===== src/rtl/wb_arbiter2.sv =====
// Two-master round-robin Wishbone (pipelined) arbiter.
// Grant is registered and held for the owner's whole cyc window; the bus mux is combinational.
module wb_arbiter2 #(
  parameter int AW = 30,
  parameter int DW = 32,
  parameter int SW = DW / 8
) (
  input  logic          i_clk,
  input  logic          i_reset,
  // master A (UART bridge)
  input  logic          i_a_cyc,
  input  logic          i_a_stb,
  input  logic          i_a_we,
  input  logic [AW-1:0] i_a_addr,
  input  logic [DW-1:0] i_a_data,
  input  logic [SW-1:0] i_a_sel,
  output logic          o_a_stall,
  output logic          o_a_ack,
  output logic          o_a_err,
  output logic [DW-1:0] o_a_data,
  // master B (DMA / debug)
  input  logic          i_b_cyc,
  input  logic          i_b_stb,
  input  logic          i_b_we,
  input  logic [AW-1:0] i_b_addr,
  input  logic [DW-1:0] i_b_data,
  input  logic [SW-1:0] i_b_sel,
  output logic          o_b_stall,
  output logic          o_b_ack,
  output logic          o_b_err,
  output logic [DW-1:0] o_b_data,
  // slave side
  output logic          o_wb_cyc,
  output logic          o_wb_stb,
  output logic          o_wb_we,
  output logic [AW-1:0] o_wb_addr,
  output logic [DW-1:0] o_wb_data,
  output logic [SW-1:0] o_wb_sel,
  input  logic          i_wb_stall,
  input  logic          i_wb_ack,
  input  logic          i_wb_err,
  input  logic [DW-1:0] i_wb_data
);

  // state   | meaning
  // ST_IDLE | no owner, slave side driven to 0
  // ST_A    | master A owns the bus
  // ST_B    | master B owns the bus
  typedef enum logic [1:0] {
    ST_IDLE = 2'd0,
    ST_A    = 2'd1,
    ST_B    = 2'd2
  } state_e;

  state_e state;
  logic   last_b;   // 1: B was granted most recently, so A wins the next tie
  logic   gnt_a;
  logic   gnt_b;

  always_ff @(posedge i_clk) begin
    if (i_reset) begin
      state  <= ST_IDLE;
      last_b <= 1'b1;
    end else begin
      case (state)
        ST_IDLE: begin
          if (i_a_cyc && (!i_b_cyc || last_b)) begin
            state  <= ST_A;
            last_b <= 1'b0;
          end else if (i_b_cyc) begin
            state  <= ST_B;
            last_b <= 1'b1;
          end
        end
        ST_A: begin
          if (!i_a_cyc) begin
            if (i_b_cyc) begin
              state  <= ST_B;
              last_b <= 1'b1;
            end else begin
              state <= ST_IDLE;
            end
          end
        end
        ST_B: begin
          if (!i_b_cyc) begin
            if (i_a_cyc) begin
              state  <= ST_A;
              last_b <= 1'b0;
            end else begin
              state <= ST_IDLE;
            end
          end
        end
        default: state <= ST_IDLE;
      endcase
    end
  end

  assign gnt_a = (state == ST_A);
  assign gnt_b = (state == ST_B);

  always_comb begin
    o_wb_cyc  = 1'b0;
    o_wb_stb  = 1'b0;
    o_wb_we   = 1'b0;
    o_wb_addr = '0;
    o_wb_data = '0;
    o_wb_sel  = '0;
    if (gnt_a) begin
      o_wb_cyc  = i_a_cyc;
      o_wb_stb  = i_a_stb;
      o_wb_we   = i_a_we;
      o_wb_addr = i_a_addr;
      o_wb_data = i_a_data;
      o_wb_sel  = i_a_sel;
    end else if (gnt_b) begin
      o_wb_cyc  = i_b_cyc;
      o_wb_stb  = i_b_stb;
      o_wb_we   = i_b_we;
      o_wb_addr = i_b_addr;
      o_wb_data = i_b_data;
      o_wb_sel  = i_b_sel;
    end
  end

  // A late ack after an abort is dropped because the grant has already moved on.
  assign o_a_ack   = gnt_a & i_wb_ack;
  assign o_b_ack   = gnt_b & i_wb_ack;
  assign o_a_err   = gnt_a & i_wb_err;
  assign o_b_err   = gnt_b & i_wb_err;
  assign o_a_stall = !gnt_a | i_wb_stall;
  assign o_b_stall = !gnt_b | i_wb_stall;
  assign o_a_data  = i_wb_data;
  assign o_b_data  = i_wb_data;

endmodule

===== config.mk =====
export PLATFORM = sky130hd
export DESIGN_NAME = wb_arbiter2
export DESIGN_NICKNAME = d
export VERILOG_FILES = /design/src/rtl/wb_arbiter2.sv
export SDC_FILE = /design/constraint.sdc
export NUM_CORES = 1
export LEC_CHECK = 0
export CAP_MARGIN = 20
export CORE_AREA = 2 2 122 124
export CTS_BUF_LIST = sky130_fd_sc_hd__clkbuf_16
export CTS_CLUSTER_DIAMETER = 120
export DETAILED_ROUTE_END_ITERATION = 16
export DIE_AREA = 0 0 124 126
export PLACE_DENSITY = 0.64
export SLEW_MARGIN = 20
export SYNTH_ARGS = -nofsm -noshare
export SYNTH_HDL_FRONTEND = slang
export SYNTH_SLANG_ARGS = --single-unit

===== constraint.sdc =====
create_clock -name i_clk -period 1.9 [get_ports i_clk]
set_input_delay 0.19 -clock i_clk [delete_from_list [all_inputs] [get_ports i_clk]]
set_output_delay 0.19 -clock i_clk [all_outputs]
set_load 0.1 [all_outputs]

==> results of run 1 <==
-- worst max-delay path: stages, from the launching register on --
cell and delay [ns]:
dfxtp_2 0.35, inv_2 0.07, ha_4 0.24, buf_12 0.15
bufbuf_16 0.29, o21ai_4 0.17, buf_12 0.19
-- registers in the layout, indices dropped and copies added, names as in the netlist --
signal  count
last_b      1
state       2
-- cell families after synthesis --
logic type,Yosys count
adders and majority gates,5
DFF,3
buffers and inverters,90
and+or+nand+nor,145
AOI/OAI and AO/OA,77
muxes,1
-- power breakdown --
| group | internal (uW) | total, uW | switching (uW) |
|---|---|---|---|
| registers | 90.1 | 119 | 29.2 |
| logic | 2730 | 7400 | 4670 |
| clock network | 272 | 334 | 62.3 |
-- final timing paths --
path | startpoint | endpoint | slack, ns | cells after the start
max | state[1] | o_wb_data[29] | 0.006 | 6
min reg2reg | state[0] | state[0] | 0.50 | 2
max reg2reg | state[0] | state[0] | 0.23 | 6
min | i_wb_data[11] | o_b_data[11] | 0.38 | 0
-- layout by cell type, fill, tap and decap left out, drive strengths merged, types with 2 or more instances in the layout --
cell type / instances
and2: 4
nor2b: 2
dfxtp: 3
nand2b: 5
a21oi: 2
nand2: 131
clkdlybuf4s50: 142
clkbuf: 3
o21ai: 64
a31oi: 2
ha: 5
inv: 4
buf: 93
a22o: 5
-- per-stage QoR --
| stage | instance area, sq um | instances | power, uW | hold WS [ns] | utilization, % |
|---|---|---|---|---|---|
| after floorplan | 2350 | 321 | 5320 | 0.259 | - |
| after global placement | 5020 | 644 | 7160 | 0.381 | 35.1 |
| after detailed placement | 5020 | 644 | 7230 | 0.381 | 35.1 |
| after CTS | 5330 | 658 | 7890 | 0.381 | 37.3 |
| after global routing | 5350 | 658 | 8130 | 0.380 | 37.3 |
| final | 5350 | 658 | 7850 | 0.380 | 37.3 |
-- metal layers --
layer / up-vias / global-route usage, % / wire [microns]
met5: - / 0 / 0
met4: 0 / 3.04 / 191
met3: 22 / 3.99 / 994
met2: 164 / 22.8 / 5090
met1: 1188 / 9.94 / 2920
li1: 1278 / - / -
-- final cells by class --
| class | instances | share of cell area (%) |
|---|---|---|
| sequential | 3 | 1.17 |
| multi-input combinational | 228 | 32.1 |
| timing repair buffer | 236 | 60.8 |
| clock buffer | 3 | 1.40 |
| tap | 184 | 4.31 |
| clock inverter | 1 | 0.0702 |
| inverter | 3 | 0.211 |
-- timing repair --
| action | in CTS | in global routing |
|---|---|---|
| gates cloned | 4 | 0 |
| resized for setup | 12 | 4 |
| setup endpoints to repair | 67 | 55 |
| pin swaps | 5 | 4 |
| buffers inserted | 6 | 0 |
==> impl_metrics.tcl, run 1 <==
set metrics [dict create \
    synth_top_family_by_area "buffers and inverters" \
    initial_core_util_pct 12.0 \
    synth-async-reset-ratio_pct 0 \
    power_density_nw_per_um2 1470 \
    setup_viol 0 \
    die_x_microns 124 \
    final-hold-violation-count 0 \
    core_sq_um 14300 \
    synth_fp_nets 501 \
    fin_ws_ns 0.00580 \
    leakagePower_uw 0.00194 \
    ys_warn_count 0 \
    clock-sinks 3 \
    pre_cts_slack_ns 0.0844 \
    synth-simple-area-share_pct 33.8 \
    ctsHoldBuffers 0 \
    dieArea_sq_um 15600 \
    fin_nets 655 \
    cts_tree "built" \
    diodes 0 \
    wl_mm 9.20 \
    grt_pass1_vias 2921 \
    cap_violations 0 \
    max-clock-path-buffers 2 \
    peakVddDrop_mv 0.674 \
    ys_types 23 \
    cp-start-kind "flip-flop" \
    grt_max_degree 37 \
    first_pass_iters 4 \
    drc 0 \
    vias 2652 \
    cts_inserted_buffers 3 \
    antenna_found_initial 0 \
    synth_edf_count 0 \
    grt-ovfl-total 0 \
    synthMuxAreaShare_pct 0.581 \
    cp.arrival_ns 1.70 \
    avgSynthCellArea_sq_um 5.36 \
    final.setup.tns_ns 0 \
    synthCells 321 \
    synth_top_area_share_pct 28.6 \
    synthFlopType "dfxtp_1" \
    yosysTopAreaCell "nand2_1" \
    drive_above_1_share_pct 36.9 \
    tightest_slew_ns 0.347 \
    htree_levels 1 \
    grtUsageTotal_pct 11.2 \
    crit_type "reg -> out" \
    worstSkewPairLatency_ns 0.23 \
    fmax_ghz 0.528 \
    synth-xor-area-share_pct 0 \
    placementRows 44 \
    cp_max_fo 10 \
    seq_area_sq_um 62.6 \
    cp_data_required_time_ns 1.71 \
    hold_class "in -> out" \
    syn_area_sq_um 1720 \
    slew_violations 0 \
    n_fill_cell 1426 \
    relSlewSlack_pct 76.9 \
    rsz0062_at_grt "true" \
    synth-adder-area-share_pct 3.63 \
    finalClockSkew_ns 0.00200 \
    ctsRootBufferMaster "clkbuf_16" \
    netlist_top_cells_count "nand2_1 (131), buf_4 (65), o21ai_0 (64)" \
    synth_seq_cells 3 \
    globalplace.congestion 0.758 \
    synth_compound_area_share_pct 24.6 \
    yosysMostFrequentCell "nand2_1" \
    ys_seq_area_share_pct 3.49 \
    io_pins 314 \
    final.period_utilization_pct 99.7 \
    numPortBuffers 217 \
    clk_pin_slew_ns 0.03 \
    grt_pass1_wl_mm 13.9 \
    dr.first_iter.drc_count 34 \
    syn2layout_area_growth_pct 210 \
    critPathCaptureType "primary output" \
    dieHeight_microns 126 \
    period_minus_slack_ns 1.89 \
    status "complete, no violations" \
    ys_top_cells_by_area "nand2_1 (29%), buf_4 (28%), o21ai_0 (19%)" \
    viasPerCell 4.03 \
    ant_nets 0 \
    wl_per_cell_microns 14.0 \
    multi_input_area_sq_um 1710 \
    dpl.hpwl_mm 7.37 \
]
Note: power is estimated with default switching activity, not from simulation.
==> run 2, diff against run 1 <==
--- a/config.mk
+++ b/config.mk
@@ -12,7 +12,7 @@
 export DETAILED_ROUTE_END_ITERATION = 16
 export DIE_AREA = 0 0 124 126
 export PLACE_DENSITY = 0.64
-export SLEW_MARGIN = 20
+export SLEW_MARGIN = 10
 export SYNTH_ARGS = -nofsm -noshare
 export SYNTH_HDL_FRONTEND = slang
 export SYNTH_SLANG_ARGS = --single-unit
==> results of run 2 <==
Same layout as run 1: the final DEF is identical, and so are final timing and power.
